<file path="src/rtl/u109_reg_master_if.sv">
// Command/response port and 68040-style local bus signals of the U109 register master.
// master modport faces the bus initiator; slave modport faces the command source and responder side.
`timescale 1ns/1ps
interface u109_reg_master_if;
  logic        CMD_VALID;
  logic        CMD_READY;
  logic        CMD_RnW;
  logic [3:0]  CMD_ADDR;
  logic [31:0] CMD_WDATA;
  logic        RSP_VALID;
  logic        RSP_ERR;
  logic [31:0] RSP_RDATA;
  logic        BRn;
  logic        BGn;
  logic        TSn;
  logic        RnW;
  logic [3:0]  REG_ADDRESS;
  logic [31:0] D_OUT;
  logic        D_OE;
  logic [31:0] D_IN;
  logic        TACK;

  modport master (
    input  CMD_VALID, CMD_RnW, CMD_ADDR, CMD_WDATA, BGn, D_IN, TACK,
    output CMD_READY, RSP_VALID, RSP_ERR, RSP_RDATA,
           BRn, TSn, RnW, REG_ADDRESS, D_OUT, D_OE
  );

  modport slave (
    output CMD_VALID, CMD_RnW, CMD_ADDR, CMD_WDATA, BGn, D_IN, TACK,
    input  CMD_READY, RSP_VALID, RSP_ERR, RSP_RDATA,
           BRn, TSn, RnW, REG_ADDRESS, D_OUT, D_OE
  );
endinterface

</file>
<file path="src/rtl/u109_reg_master.sv">
// Single-beat register read/write bus initiator toward the U109 bridge register responder.
// Optional timeout/error path is built when REG_MASTER_TIMEOUT_EN is defined.
`timescale 1ns/1ps
module u109_reg_master #(
  parameter int TIMEOUT_CYCLES = 64
) (
  input logic               CLK40,
  input logic               RESETn,
  u109_reg_master_if.master m_if
);

  // state   | meaning
  // IDLE    | ready for a command
  // REQ     | BRn low, waiting for grant
  // START   | TSn low for this one clock
  // WAIT    | waiting for TACK (or timeout)
  // DONE    | RSP_VALID strobe clock
  // RECOVER | one bus-idle clock before IDLE
  typedef enum logic [2:0] {
    S_IDLE, S_REQ, S_START, S_WAIT, S_DONE, S_RECOVER
  } state_t;

  if (TIMEOUT_CYCLES < 4 || TIMEOUT_CYCLES > 255) begin : g_bad_timeout
    $error("u109_reg_master: TIMEOUT_CYCLES must be within 4..255");
  end

  state_t      r_state, w_state;
  logic        r_cmd_ready, w_cmd_ready;
  logic        r_rsp_valid, w_rsp_valid;
  logic        r_rsp_err, w_rsp_err;
  logic [31:0] r_rsp_rdata, w_rsp_rdata;
  logic        r_brn, w_brn;
  logic        r_tsn, w_tsn;
  logic        r_rnw, w_rnw;
  logic [3:0]  r_addr, w_addr;
  logic [31:0] r_dout, w_dout;
  logic        r_doe, w_doe;
  logic        w_tmo;

`ifdef REG_MASTER_TIMEOUT_EN
  localparam logic [7:0] TMO_LAST = 8'(TIMEOUT_CYCLES - 1);
  logic [7:0] r_cnt, w_cnt;
`endif

  always_comb begin
    w_state     = r_state;
    w_rsp_valid = 1'b0;
    w_rsp_err   = r_rsp_err;
    w_rsp_rdata = r_rsp_rdata;
    w_brn       = r_brn;
    w_tsn       = 1'b1;
    w_rnw       = r_rnw;
    w_addr      = r_addr;
    w_dout      = r_dout;
    w_doe       = r_doe;
    w_tmo       = 1'b0;
`ifdef REG_MASTER_TIMEOUT_EN
    w_cnt = r_cnt;
    if (r_state == S_REQ || r_state == S_START || r_state == S_WAIT) begin
      w_cnt = r_cnt + 8'd1;
      w_tmo = (r_cnt == TMO_LAST);
    end
`endif
    case (r_state)
      S_IDLE: begin
        if (m_if.CMD_VALID) begin
          w_rnw   = m_if.CMD_RnW;
          w_addr  = m_if.CMD_ADDR;
          w_dout  = m_if.CMD_WDATA;
          w_brn   = 1'b0;
`ifdef REG_MASTER_TIMEOUT_EN
          w_cnt   = '0;
`endif
          w_state = S_REQ;
        end
      end
      S_REQ: begin
        if (!w_tmo && !m_if.BGn) begin
          w_tsn   = 1'b0;
          w_doe   = !r_rnw;
          w_state = S_START;
        end
      end
      S_START: begin
        if (!w_tmo) w_state = S_WAIT;
      end
      S_WAIT: begin
        // TACK takes priority over a timeout landing on the same edge
        if (m_if.TACK) begin
          w_rsp_valid = 1'b1;
          w_rsp_err   = 1'b0;
          w_rsp_rdata = r_rnw ? m_if.D_IN : 32'h0;
          w_brn       = 1'b1;
          w_doe       = 1'b0;
          w_rnw       = 1'b1;
          w_state     = S_DONE;
        end
      end
      S_DONE:    w_state = S_RECOVER;
      S_RECOVER: w_state = S_IDLE;
      default:   w_state = S_IDLE;
    endcase
    // Timeout path: REQ/START/WAIT without TACK reaching the terminal count
    if (w_tmo && !(r_state == S_WAIT && m_if.TACK)) begin
      w_rsp_valid = 1'b1;
      w_rsp_err   = 1'b1;
      w_rsp_rdata = 32'hFFFF_FFFF;
      w_brn       = 1'b1;
      w_tsn       = 1'b1;
      w_doe       = 1'b0;
      w_rnw       = 1'b1;
      w_state     = S_DONE;
    end
    w_cmd_ready = (w_state == S_IDLE);
  end

  always_ff @(posedge CLK40) begin
    if (!RESETn) begin
      r_state     <= S_IDLE;
      r_cmd_ready <= 1'b1;
      r_rsp_valid <= 1'b0;
      r_rsp_err   <= 1'b0;
      r_rsp_rdata <= 32'h0;
      r_brn       <= 1'b1;
      r_tsn       <= 1'b1;
      r_rnw       <= 1'b1;
      r_addr      <= 4'h0;
      r_dout      <= 32'h0;
      r_doe       <= 1'b0;
    end else begin
      r_state     <= w_state;
      r_cmd_ready <= w_cmd_ready;
      r_rsp_valid <= w_rsp_valid;
      r_rsp_err   <= w_rsp_err;
      r_rsp_rdata <= w_rsp_rdata;
      r_brn       <= w_brn;
      r_tsn       <= w_tsn;
      r_rnw       <= w_rnw;
      r_addr      <= w_addr;
      r_dout      <= w_dout;
      r_doe       <= w_doe;
    end
  end

`ifdef REG_MASTER_TIMEOUT_EN
  always_ff @(posedge CLK40) begin
    if (!RESETn) r_cnt <= '0;
    else         r_cnt <= w_cnt;
  end
`endif

  assign m_if.CMD_READY   = r_cmd_ready;
  assign m_if.RSP_VALID   = r_rsp_valid;
  assign m_if.RSP_ERR     = r_rsp_err;
  assign m_if.RSP_RDATA   = r_rsp_rdata;
  assign m_if.BRn         = r_brn;
  assign m_if.TSn         = r_tsn;
  assign m_if.RnW         = r_rnw;
  assign m_if.REG_ADDRESS = r_addr;
  assign m_if.D_OUT       = r_dout;
  assign m_if.D_OE        = r_doe;

endmodule

</file>
<file path="src/flat_wrapper.sv">
// flat-port wrapper written by rule: the top's interface ports become plain ports
module u109_reg_master_flat 
#(
  parameter int TIMEOUT_CYCLES = 64
)
  (CLK40, RESETn, m_if_CMD_VALID, m_if_CMD_RnW, m_if_CMD_ADDR, m_if_CMD_WDATA, m_if_BGn, m_if_D_IN, m_if_TACK, m_if_CMD_READY, m_if_RSP_VALID, m_if_RSP_ERR, m_if_RSP_RDATA, m_if_BRn, m_if_TSn, m_if_RnW, m_if_REG_ADDRESS, m_if_D_OUT, m_if_D_OE);
  u109_reg_master_if m_if_i ();
  input logic CLK40;
  input logic RESETn;
  input wire logic [$bits(m_if_i.CMD_VALID)-1:0] m_if_CMD_VALID;
  input wire logic [$bits(m_if_i.CMD_RnW)-1:0] m_if_CMD_RnW;
  input wire logic [$bits(m_if_i.CMD_ADDR)-1:0] m_if_CMD_ADDR;
  input wire logic [$bits(m_if_i.CMD_WDATA)-1:0] m_if_CMD_WDATA;
  input wire logic [$bits(m_if_i.BGn)-1:0] m_if_BGn;
  input wire logic [$bits(m_if_i.D_IN)-1:0] m_if_D_IN;
  input wire logic [$bits(m_if_i.TACK)-1:0] m_if_TACK;
  output wire logic [$bits(m_if_i.CMD_READY)-1:0] m_if_CMD_READY;
  output wire logic [$bits(m_if_i.RSP_VALID)-1:0] m_if_RSP_VALID;
  output wire logic [$bits(m_if_i.RSP_ERR)-1:0] m_if_RSP_ERR;
  output wire logic [$bits(m_if_i.RSP_RDATA)-1:0] m_if_RSP_RDATA;
  output wire logic [$bits(m_if_i.BRn)-1:0] m_if_BRn;
  output wire logic [$bits(m_if_i.TSn)-1:0] m_if_TSn;
  output wire logic [$bits(m_if_i.RnW)-1:0] m_if_RnW;
  output wire logic [$bits(m_if_i.REG_ADDRESS)-1:0] m_if_REG_ADDRESS;
  output wire logic [$bits(m_if_i.D_OUT)-1:0] m_if_D_OUT;
  output wire logic [$bits(m_if_i.D_OE)-1:0] m_if_D_OE;
  assign m_if_i.CMD_VALID = m_if_CMD_VALID;
  assign m_if_i.CMD_RnW = m_if_CMD_RnW;
  assign m_if_i.CMD_ADDR = m_if_CMD_ADDR;
  assign m_if_i.CMD_WDATA = m_if_CMD_WDATA;
  assign m_if_i.BGn = m_if_BGn;
  assign m_if_i.D_IN = m_if_D_IN;
  assign m_if_i.TACK = m_if_TACK;
  assign m_if_CMD_READY = m_if_i.CMD_READY;
  assign m_if_RSP_VALID = m_if_i.RSP_VALID;
  assign m_if_RSP_ERR = m_if_i.RSP_ERR;
  assign m_if_RSP_RDATA = m_if_i.RSP_RDATA;
  assign m_if_BRn = m_if_i.BRn;
  assign m_if_TSn = m_if_i.TSn;
  assign m_if_RnW = m_if_i.RnW;
  assign m_if_REG_ADDRESS = m_if_i.REG_ADDRESS;
  assign m_if_D_OUT = m_if_i.D_OUT;
  assign m_if_D_OE = m_if_i.D_OE;
  u109_reg_master #(.TIMEOUT_CYCLES(TIMEOUT_CYCLES)) u_core (.CLK40(CLK40), .RESETn(RESETn), .m_if(m_if_i));
endmodule
</file>
<file path="config.mk">
export PLATFORM = sky130hd
export DESIGN_NAME = u109_reg_master_flat
export DESIGN_NICKNAME = d
export VERILOG_FILES = /design/src/rtl/u109_reg_master_if.sv /design/src/rtl/u109_reg_master.sv /design/src/flat_wrapper.sv
export SDC_FILE = /design/constraint.sdc
export NUM_CORES = 1
export LEC_CHECK = 0
export CORE_MARGIN = 4
export CORE_UTILIZATION = 29
export DETAILED_ROUTE_END_ITERATION = 10
export GPL_TIMING_DRIVEN = 0
export PLACE_DENSITY_LB_ADDON = 0.15
export SYNTH_ARGS = -nofsm -noshare
export SYNTH_HDL_FRONTEND = slang
export SYNTH_SLANG_ARGS = --single-unit
export TNS_END_PERCENT = 20
</file>
<file path="constraint.sdc">
create_clock -name CLK40 -period 3.3 [get_ports CLK40]
set_input_delay 0.66 -clock CLK40 [delete_from_list [all_inputs] [get_ports CLK40]]
set_output_delay 0.66 -clock CLK40 [all_outputs]
set_load 0.01 [all_outputs]
</file>
# == After elaboration in Yosys (flattened, before gate mapping) ==
# Index checks and enable logic that the tools add are counted.
# W data, S select, Z words.
# op_classes
eq_ne,7
mux,15
n_reduce_logical,11
# ops
operator,n
$mux W32,1
$pmux W3 S5,1
$mux W3,3
$reduce_and A2 Y1,4
$mux W1,7
$eq A3 B2 Y1 const B,2
$logic_not A3 Y1,2
$ne A2 B2 Y1 const B,3
$pmux W1 S2,3
$reduce_and A3 Y1,2
$reduce_bool A2 Y1,2
$eq A3 B1 Y1 const B,1
$eq A3 B3 Y1 const B,1
$logic_not A1 Y1,1
# word_totals
ff_bits,77
inputBits,74
output_inout_bits,75
word_cells,43

# == Longest topological paths before layout ==
# Gate-level depths: netlist (run 1).
# depth
depth_word,3
mapped_depth,6
mapped_depth_nobuf,3

# == Worst setup path after synthesis (run 1) ==
# OpenSTA, ideal clock, no wires.
# synth_timing
path_kind,input to register
from,input port m_if_TACK
to,register u_core.r_doe (netlist: u_core.m_if.D_OE)
setup_time_ps,116
arrival_time_ps,1489
t_required_ps,3184
setup_slack_ps,1695
cell_stages,5
n_path_buf,2
cell_sequence,nand3_1 -> o21a_1 -> buf_2 -> buf_2 -> a31o_2
# synth_via
elab_chain_len,2
# synth_lines
element,line,source
from (decl),flat_wrapper.sv:16,input wire logic [$bits(m_if_i.TACK)-1:0] m_if_TACK;
$ne A2 B2 Y1 (no line),n/a,
$reduce_and A3 Y1 (no line),n/a,
to (signal assigned),u109_reg_master.sv:141,r_doe <= w_doe;
to (decl),u109_reg_master.sv:37,"logic r_doe, w_doe;"
# No other way between the ends.
# A chain may end at the register's enable or synchronous reset.

# == Final worst setup path (run 1) ==
# layout_timing
from,input port m_if_TACK
to,register u_core.r_rsp_rdata[27] (netlist: u_core.m_if.RSP_RDATA[27])
# layout_via
elab_chain_len,1
# layout_lines
element,line,source
$reduce_and A2 Y1 (no line),n/a,
to (signal assigned),u109_reg_master.sv:135,r_rsp_rdata <= w_rsp_rdata;
to (decl),u109_reg_master.sv:31,"logic [31:0] r_rsp_rdata, w_rsp_rdata;"
# No other way between the ends.

==> results of run 1 <==
==> metal layers <==
layer,track usage (%),vias up
li1,-,1241
met4,4.78,0
met3,6.42,5
met1,16.9,1046
met5,0,-
met2,18.9,107
==> kinds of logic after synthesis <==
kind of cell    Yosys count
simple gates             93
compound gates           77
flops                    77
buf+inv                  24
other cells               1
==> power by group <==
group | switching, mW | leakage (nW) | internal, mW
Combinational | 0.131 | 1.00 | 0.202
Sequential | 0.0200 | 0.627 | 0.972
Clock | 0.321 | 0.105 | 0.442
==> flip-flops by register name (all words and copies together), names as in the netlist <==
register	count
u_core.m_if.D_OE	1
u_core.m_if.RnW	1
u_core.m_if.CMD_READY	1
u_core.r_state	3
u_core.m_if.BRn	1
u_core.m_if.RSP_RDATA	32
u_core.m_if.REG_ADDRESS	4
u_core.m_if.RSP_VALID	1
u_core.m_if.TSn	1
u_core.m_if.D_OUT	32
==> final timing paths <==
path	startpoint	to	slack [ns]	depth (start not counted)
min reg2reg	u_core.m_if.BRn	u_core.m_if.BRn	0.44	2
min	u_core.m_if.BRn	u_core.m_if.BRn	0.44	2
max	m_if_TACK	u_core.m_if.RSP_RDATA[27]	1.37	6
max reg2reg	u_core.r_state[2]	u_core.m_if.RSP_RDATA[27]	1.75	5
==> final cells by class <==
type | count | area (um2)
buffer | 23 | 148
clock buffer | 11 | 141
clock inverter | 4 | 72.6
fill | 893 | 4650
inverter | 1 | 3.75
multi-input combinational | 171 | 1030
sequential | 77 | 1540
tap | 111 | 139
timing repair buffer | 147 | 1470
==> critical path, cell delays in order <==
cell	delay [ns]
sky130_fd_sc_hd__clkdlybuf4s50_1	0.50
sky130_fd_sc_hd__nand3_1	0.16
sky130_fd_sc_hd__o21a_1	0.20
sky130_fd_sc_hd__buf_2	0.16
sky130_fd_sc_hd__buf_2	0.21
sky130_fd_sc_hd__a22o_1	0.25
==> Yosys cell counts <==
master / instances / share of area (%)
sky130_fd_sc_hd__a31o_2: 1 / 0.32
sky130_fd_sc_hd__or4b_4: 1 / 0.51
sky130_fd_sc_hd__a22o_1: 32 / 10
sky130_fd_sc_hd__nor3b_1: 3 / 0.83
sky130_fd_sc_hd__nand2_1: 76 / 10
sky130_fd_sc_hd__nor4b_2: 1 / 0.55
sky130_fd_sc_hd__inv_1: 1 / 0.14
sky130_fd_sc_hd__a21boi_0: 7 / 1.9
sky130_fd_sc_hd__conb_1: 1 / 0.14
sky130_fd_sc_hd__o21a_1: 2 / 0.55
sky130_fd_sc_hd__clkbuf_1: 4 / 0.55
sky130_fd_sc_hd__or4_1: 1 / 0.28
sky130_fd_sc_hd__nor2_1: 3 / 0.41
sky130_fd_sc_hd__a21oi_1: 3 / 0.55
sky130_fd_sc_hd__nor3_2: 1 / 0.37
sky130_fd_sc_hd__o21ai_0: 1 / 0.18
sky130_fd_sc_hd__buf_2: 10 / 1.8
sky130_fd_sc_hd__or4b_1: 1 / 0.37
sky130_fd_sc_hd__buf_1: 1 / 0.14
sky130_fd_sc_hd__buf_6: 5 / 2.1
sky130_fd_sc_hd__dfxtp_1: 77 / 57
sky130_fd_sc_hd__o21ba_2: 1 / 0.37
sky130_fd_sc_hd__nand2b_1: 4 / 0.92
sky130_fd_sc_hd__buf_4: 3 / 0.83
sky130_fd_sc_hd__a21boi_1: 29 / 8.0
sky130_fd_sc_hd__o211ai_1: 1 / 0.28
sky130_fd_sc_hd__nand3_1: 2 / 0.37
==> impl_summary.md, run 1 <==
Run status
The run finished with clean final reports.

Synthesis
After Yosys synthesis, XOR and XNOR cells account for 0% of the synthesized area. The count of synthesis-stage warnings from yosys is 0. Of the total synthesized cell area, the portion taken by AND, OR, NAND and NOR gates is 15.1%.

The number of synthesized register bits is 77. The number of distinct library cells after synthesis is 27. The summed instance area of the synthesized netlist is between 2000 and 3000 um2. The largest family of logic cells by synthesized area is compound AO/OA/AOI/OAI gates. The adder-cell share of the synthesized area is 0%. The synthesized netlist cell count is about 270. Summing the areas of all compound-gate instances in the mapped netlist gives 22.5% of the synthesized area.

The sequential-to-total area share from yosys stat is between 50% and 60%. The number of nets in the synthesized netlist is 346. Of the post-synthesis cell area, the part taken by muxes is 0%. The average footprint of a synthesized cell is 10.0 um2.

Place
The count of input and output buffers is ~150. Summed over all nets, the half-perimeter wirelength after detailed placement is 5370 um. The congestion estimate from routability-driven global placement came to 0.682. The placed instances occupy a cell area of between 4000 and 5000 um2. The setup slack at placement is ~1.0 ns. The number of cells after detailed placement is 530.

Timing
Dividing the final minimum period by the clock period gives between 50% and 60%. The final count of pins violating max slew is 0. Setup violations remaining at the end of the flow were counted as 0. The routed design could run at a clock period as short as ~1.9 ns. The final setup slack of the worst path is between 1 and 1.5 ns. On the final layout, the worst clock skew is around 0.0063 ns. Setup repair after global routing left no endpoint under its margin. Final hold analysis gives a worst-case slack of between 0.4 and 0.5 ns. For this run, the top clock speed supported by timing is just over 500 MHz.

Summed over all failing endpoints, the final setup total negative slack is 0 ns. The number of failing hold endpoints at the final stage came to 0.

Global route
Across every metal layer, demand over resource in global routing totals 13.1%. The largest net degree at the start of global routing is 13. The via count of the first global-routing pass is about 2300. The initial antenna violation count came to 0. The total global routing overflow is 0.

The first global-routing pass estimated ~12000 um of wire.

Run
The tool flagged a number of max-cap violations equal to 0.

Critical path
For the worst setup path, the data required time is 3.52 ns. The worst setup path is launched from a primary input. The data arrival time of the critical path is 2.15 ns.

The kind of end point of the critical path is a flip-flop. The highest net fanout along the worst path is 10. The worst setup path is of the in2reg kind.

Final layout
The share of the core filled with cells is around half. The most common library cell in the layout ignoring fill and taps is sky130_fd_sc_hd__clkdlybuf4s50_1. For this run, the post-layout net count is roughly 500. Cells with a size suffix above 1 make up under 10% of the layout. Compared with the post-synthesis result, the final layout area differs by 67.1%. The number of inserted diodes is 0. The final instance count without filler cells is roughly 550. The final instance area is roughly 4500 um2. In the layout the commonest cells are 147 x sky130_fd_sc_hd__clkdlybuf4s50_1, 77 x sky130_fd_sc_hd__dfxtp_1, 76 x sky130_fd_sc_hd__nand2_1.

Pwr
The largest vdd supply drop is 0.239 mV. The sum of internal, switching and leakage power is between 2 and 2.5 mW. The analysis attributes to cell leakage a power of ~1.7 nW.

Dividing total power by cell area gives a power density of about 460 nW/um2.

Die
For this configuration, the core starts out at a cell density of 29.6%. The area of the die is 11000 um2. The die is 105 um wide. In this run the core area contains 35 standard-cell rows. The number of ports placed on the die boundary is 149.

The placeable core region is about 9200 um2. The floorplan step set the die height to around 100 um.

Clocking
The number of setup buffers added after CTS is 0. The count of instances resized after the clock tree is built is 0. The root buffer cell is sky130_fd_sc_hd__clkbuf_8. The clock insertion delay at the later pin of the skew report is roughly 0.33 ns. The H-tree was split into 3 levels. The worst-case clock buffer depth is 2. Clock-pin slew was measured on the worst setup and hold paths at about 0.08 ns. TritonCTS created 9 clock buffers. Buffers inserted to repair hold after CTS numbered 0. The number of clock sinks is a little under 80.

The CTS tree is built.

Detailed routing
The uppermost layer routed is met4. Once detail routing completed, the nets flagged for antenna violations numbered 0. The wire length per cell is between 10 and 15 um. The routed via count is between 2000 and 2500.

The violation count after the first detailed-routing iteration is 67. The count of unresolved DRC violations after routing is 0. The sum of met2 wire segment lengths after detailed routing is between 2000 and 3000 um. The number of vias per cell is around 4.4. The routed design has between 7000 and 8000 um of wire. The count of TritonRoute iterations in the first routing pass is 4. The routed wire length on met3 is between 700 and 800 um. For this block, wires on met1 add up to approximately 3400 um.

Worst hold path
The worst hold path belongs to the class reg2reg.
No activity file was read; power rests on OpenSTA's default activity.
==> run 2: changes to the inputs <==
==> constraint.sdc (replaced) <==
create_clock -name CLK40 -period 1.6 [get_ports CLK40]
set_input_delay 0.32 -clock CLK40 [delete_from_list [all_inputs] [get_ports CLK40]]
set_output_delay 0.32 -clock CLK40 [all_outputs]
set_load 0.01 [all_outputs]
==> impl_summary.md, run 2 (synthesis gave the netlist of run 1 again) <==
Run status
The flow ran to the end, and the final reports show no timing, DRC or antenna violations.

Final layout
The area used by multi-input combinational logic is 1050 um2 (+2.0%). The final instance area came to 4640 um2 (+2.1%). The number of inserted diodes is 0 (unchanged).

The total of fill cells in the finished design is 874 (-2.1%). The number of nets in the final layout came to 506 (+0.40%). The area growth from synthesis to layout is 70.5%. The register area is 1540 um2 (unchanged). In the layout the commonest cells are 125 x sky130_fd_sc_hd__clkdlybuf4s50_1, 77 x sky130_fd_sc_hd__dfxtp_1, 76 x sky130_fd_sc_hd__nand2_1. The layout cell share with drive strength beyond 1 was 9.63% (+1.1 points). Leaving out fill and tap cells, the most frequent cell in the layout is sky130_fd_sc_hd__clkdlybuf4s50_1.

Timing
The final setup slack of the worst path is 0.0520 ns (-1.32 ns). The final period utilization is a little over nine tenths. The count of final setup violators is 0 (unchanged). Based on the critical path, the design can be clocked at up to between 600 and 700 MHz. The clock period minus worst slack is roughly 1.5 ns. The number of failing hold endpoints at the final stage was 0 (unchanged). The final worst clock skew is 0.00653 ns (+0.000223 ns). The final count of pins violating max slew is 0 (unchanged).

Detailed routing
The count of unresolved DRC violations after routing came to 0 (unchanged). The final wirelength came to 7220 um (+0.46%). The violation count after the first detailed-routing iteration is 67 (unchanged). The routed via count was 2417 (+0.75%). The remaining antenna violation count is 0 (unchanged).

The number of vias per cell is 4.42 (+0.38%). The count of TritonRoute iterations in the first routing pass is 4 (unchanged). The wire length per cell is 13.2 um (about the same).

Critical path
The data arrival time of the critical path is 1.23 ns (-0.92 ns). The critical path goes through clkdlybuf4s50_1. The peak per-stage delay on the critical path was 0.54 ns (+0.04 ns). The highest net fanout along the worst path was 2 (-8). The kind of cell with the highest combined delay on the critical path is buffers and inverters.

The kind of start point of the critical path is a flip-flop. The worst setup path is captured at a primary output. The data required time at the worst endpoint was 1.28 ns (-2.24 ns).

Among all stages on the critical path, the largest delay is contributed by sky130_fd_sc_hd__clkdlybuf4s50_1. The startpoint-to-endpoint class of the critical path is reg2out. The critical path buffer and inverter count came to 1 (-2).

Pwr
The largest vdd supply drop was 0.496 mV (+110%). The leakage dissipation was 2.12 nW (+23%). The areal power density over the cells is 932 nW/um2 (+100%).

Place
The final RePlAce weighted congestion is 0.682 (unchanged). The count of input and output buffers was 147 (unchanged). The setup slack at placement is -0.346 ns (-1.36 ns).

The placed wire-length estimate after detailed placement is 5370 um (unchanged). The cell area after placement is 4330 um2 (unchanged).

Die
The die width is 105 um (unchanged). The number of ports placed on the die boundary is 149 (unchanged). The placement row count is 35 (unchanged). The placeable core region was 9200 um2 (unchanged).

The area of the die came to 11000 um2 (unchanged). The initial core utilization is 29.6% (unchanged). The y dimension of the die is 105 um (unchanged).

Clocking
The clock transition at the registers of the reported paths is 0.08 ns (about the same). The level count of the clock H-tree was 3 (unchanged). The CTS tree is built.

The worst-case clock buffer depth was 2 (unchanged). The root buffer cell is sky130_fd_sc_hd__clkbuf_8. The clock insertion delay at the later pin of the skew report is 0.33 ns (about the same). The number of clock sinks is 77 (unchanged). The number of buffers inserted by hold repair at cts is 0 (unchanged). The CTS buffer count is 9 (unchanged).

Worst hold path
The class of the most critical hold timing path is reg2reg.

Global route
The initial antenna violation count came to 0 (unchanged). The total routing resource utilization after global routing is 13.1% (unchanged). The total global routing overflow is 0 (unchanged).

The wire length of the first global-routing pass is 11600 um (unchanged). The via count of the first global-routing pass is 2281 (unchanged). The largest net degree at the start of global routing is 13 (unchanged).

Run
The max-cap violation count is 0 (unchanged).
run 2: final timing paths:
check / from / endpoint / slack (ns) / depth (start not counted)
max: u_core.m_if.D_OUT[19] / m_if_D_OUT[19] / 0.05 / 1
min reg2reg: u_core.m_if.BRn / u_core.m_if.BRn / 0.44 / 2
max reg2reg: u_core.r_state[0] / u_core.m_if.D_OUT[8] / 0.10 / 6
min: u_core.m_if.BRn / u_core.m_if.BRn / 0.44 / 2
run 2: power by group:
part | total (mW) | internal (mW) | switching (mW)
clock network | 1.58 | 0.911 | 0.667
registers | 2.05 | 2.00 | 0.0410
logic | 0.700 | 0.423 | 0.276
total | 4.32 | 3.34 | 0.985
run 2: routing by layer:
layer / up-vias / track usage (%) / routed length [um]
li1: 1241 / - / -
met1: 1061 / 16.9 / 3320
met2: 108 / 18.9 / 3060
met3: 7 / 6.42 / 762
met4: 0 / 4.78 / 78
met5: - / 0 / 0
run 2: area by class of cell:
class                   count  share of cell area, %
flip-flops and latches     77                   33.2
repair buffers            149                   33.2
multi-input cells         171                   22.6
plain buffers              23                   3.35
clock buffers              11                   3.05
well taps                 111                   3.00
clock inverters             4                   1.57
inverters                   1                 0.0809
run 2: what timing repair did:
item | 4_1_cts | 5_1_grt
setup endpoints to repair | 1 | 73
buffers inserted | 0 | 2
resized for setup | 1 | 32
pin swaps | 0 | 1
run 2: per-stage QoR:
step	setup TNS [ns]	utilization, %	instances	hold WS, ns	power, mW
4_1_cts	0	49.4	545	0.450	4.40
3_3_place_gp	-17.87	47.1	530	0.435	2.78
2_1_floorplan	0	-	272	0.438	2.38
3_5_place_dp	-18.28	47.1	530	0.438	2.79
5_1_grt	-0.00178	50.4	547	0.469	4.56
6_report	0	50.4	547	0.440	4.32
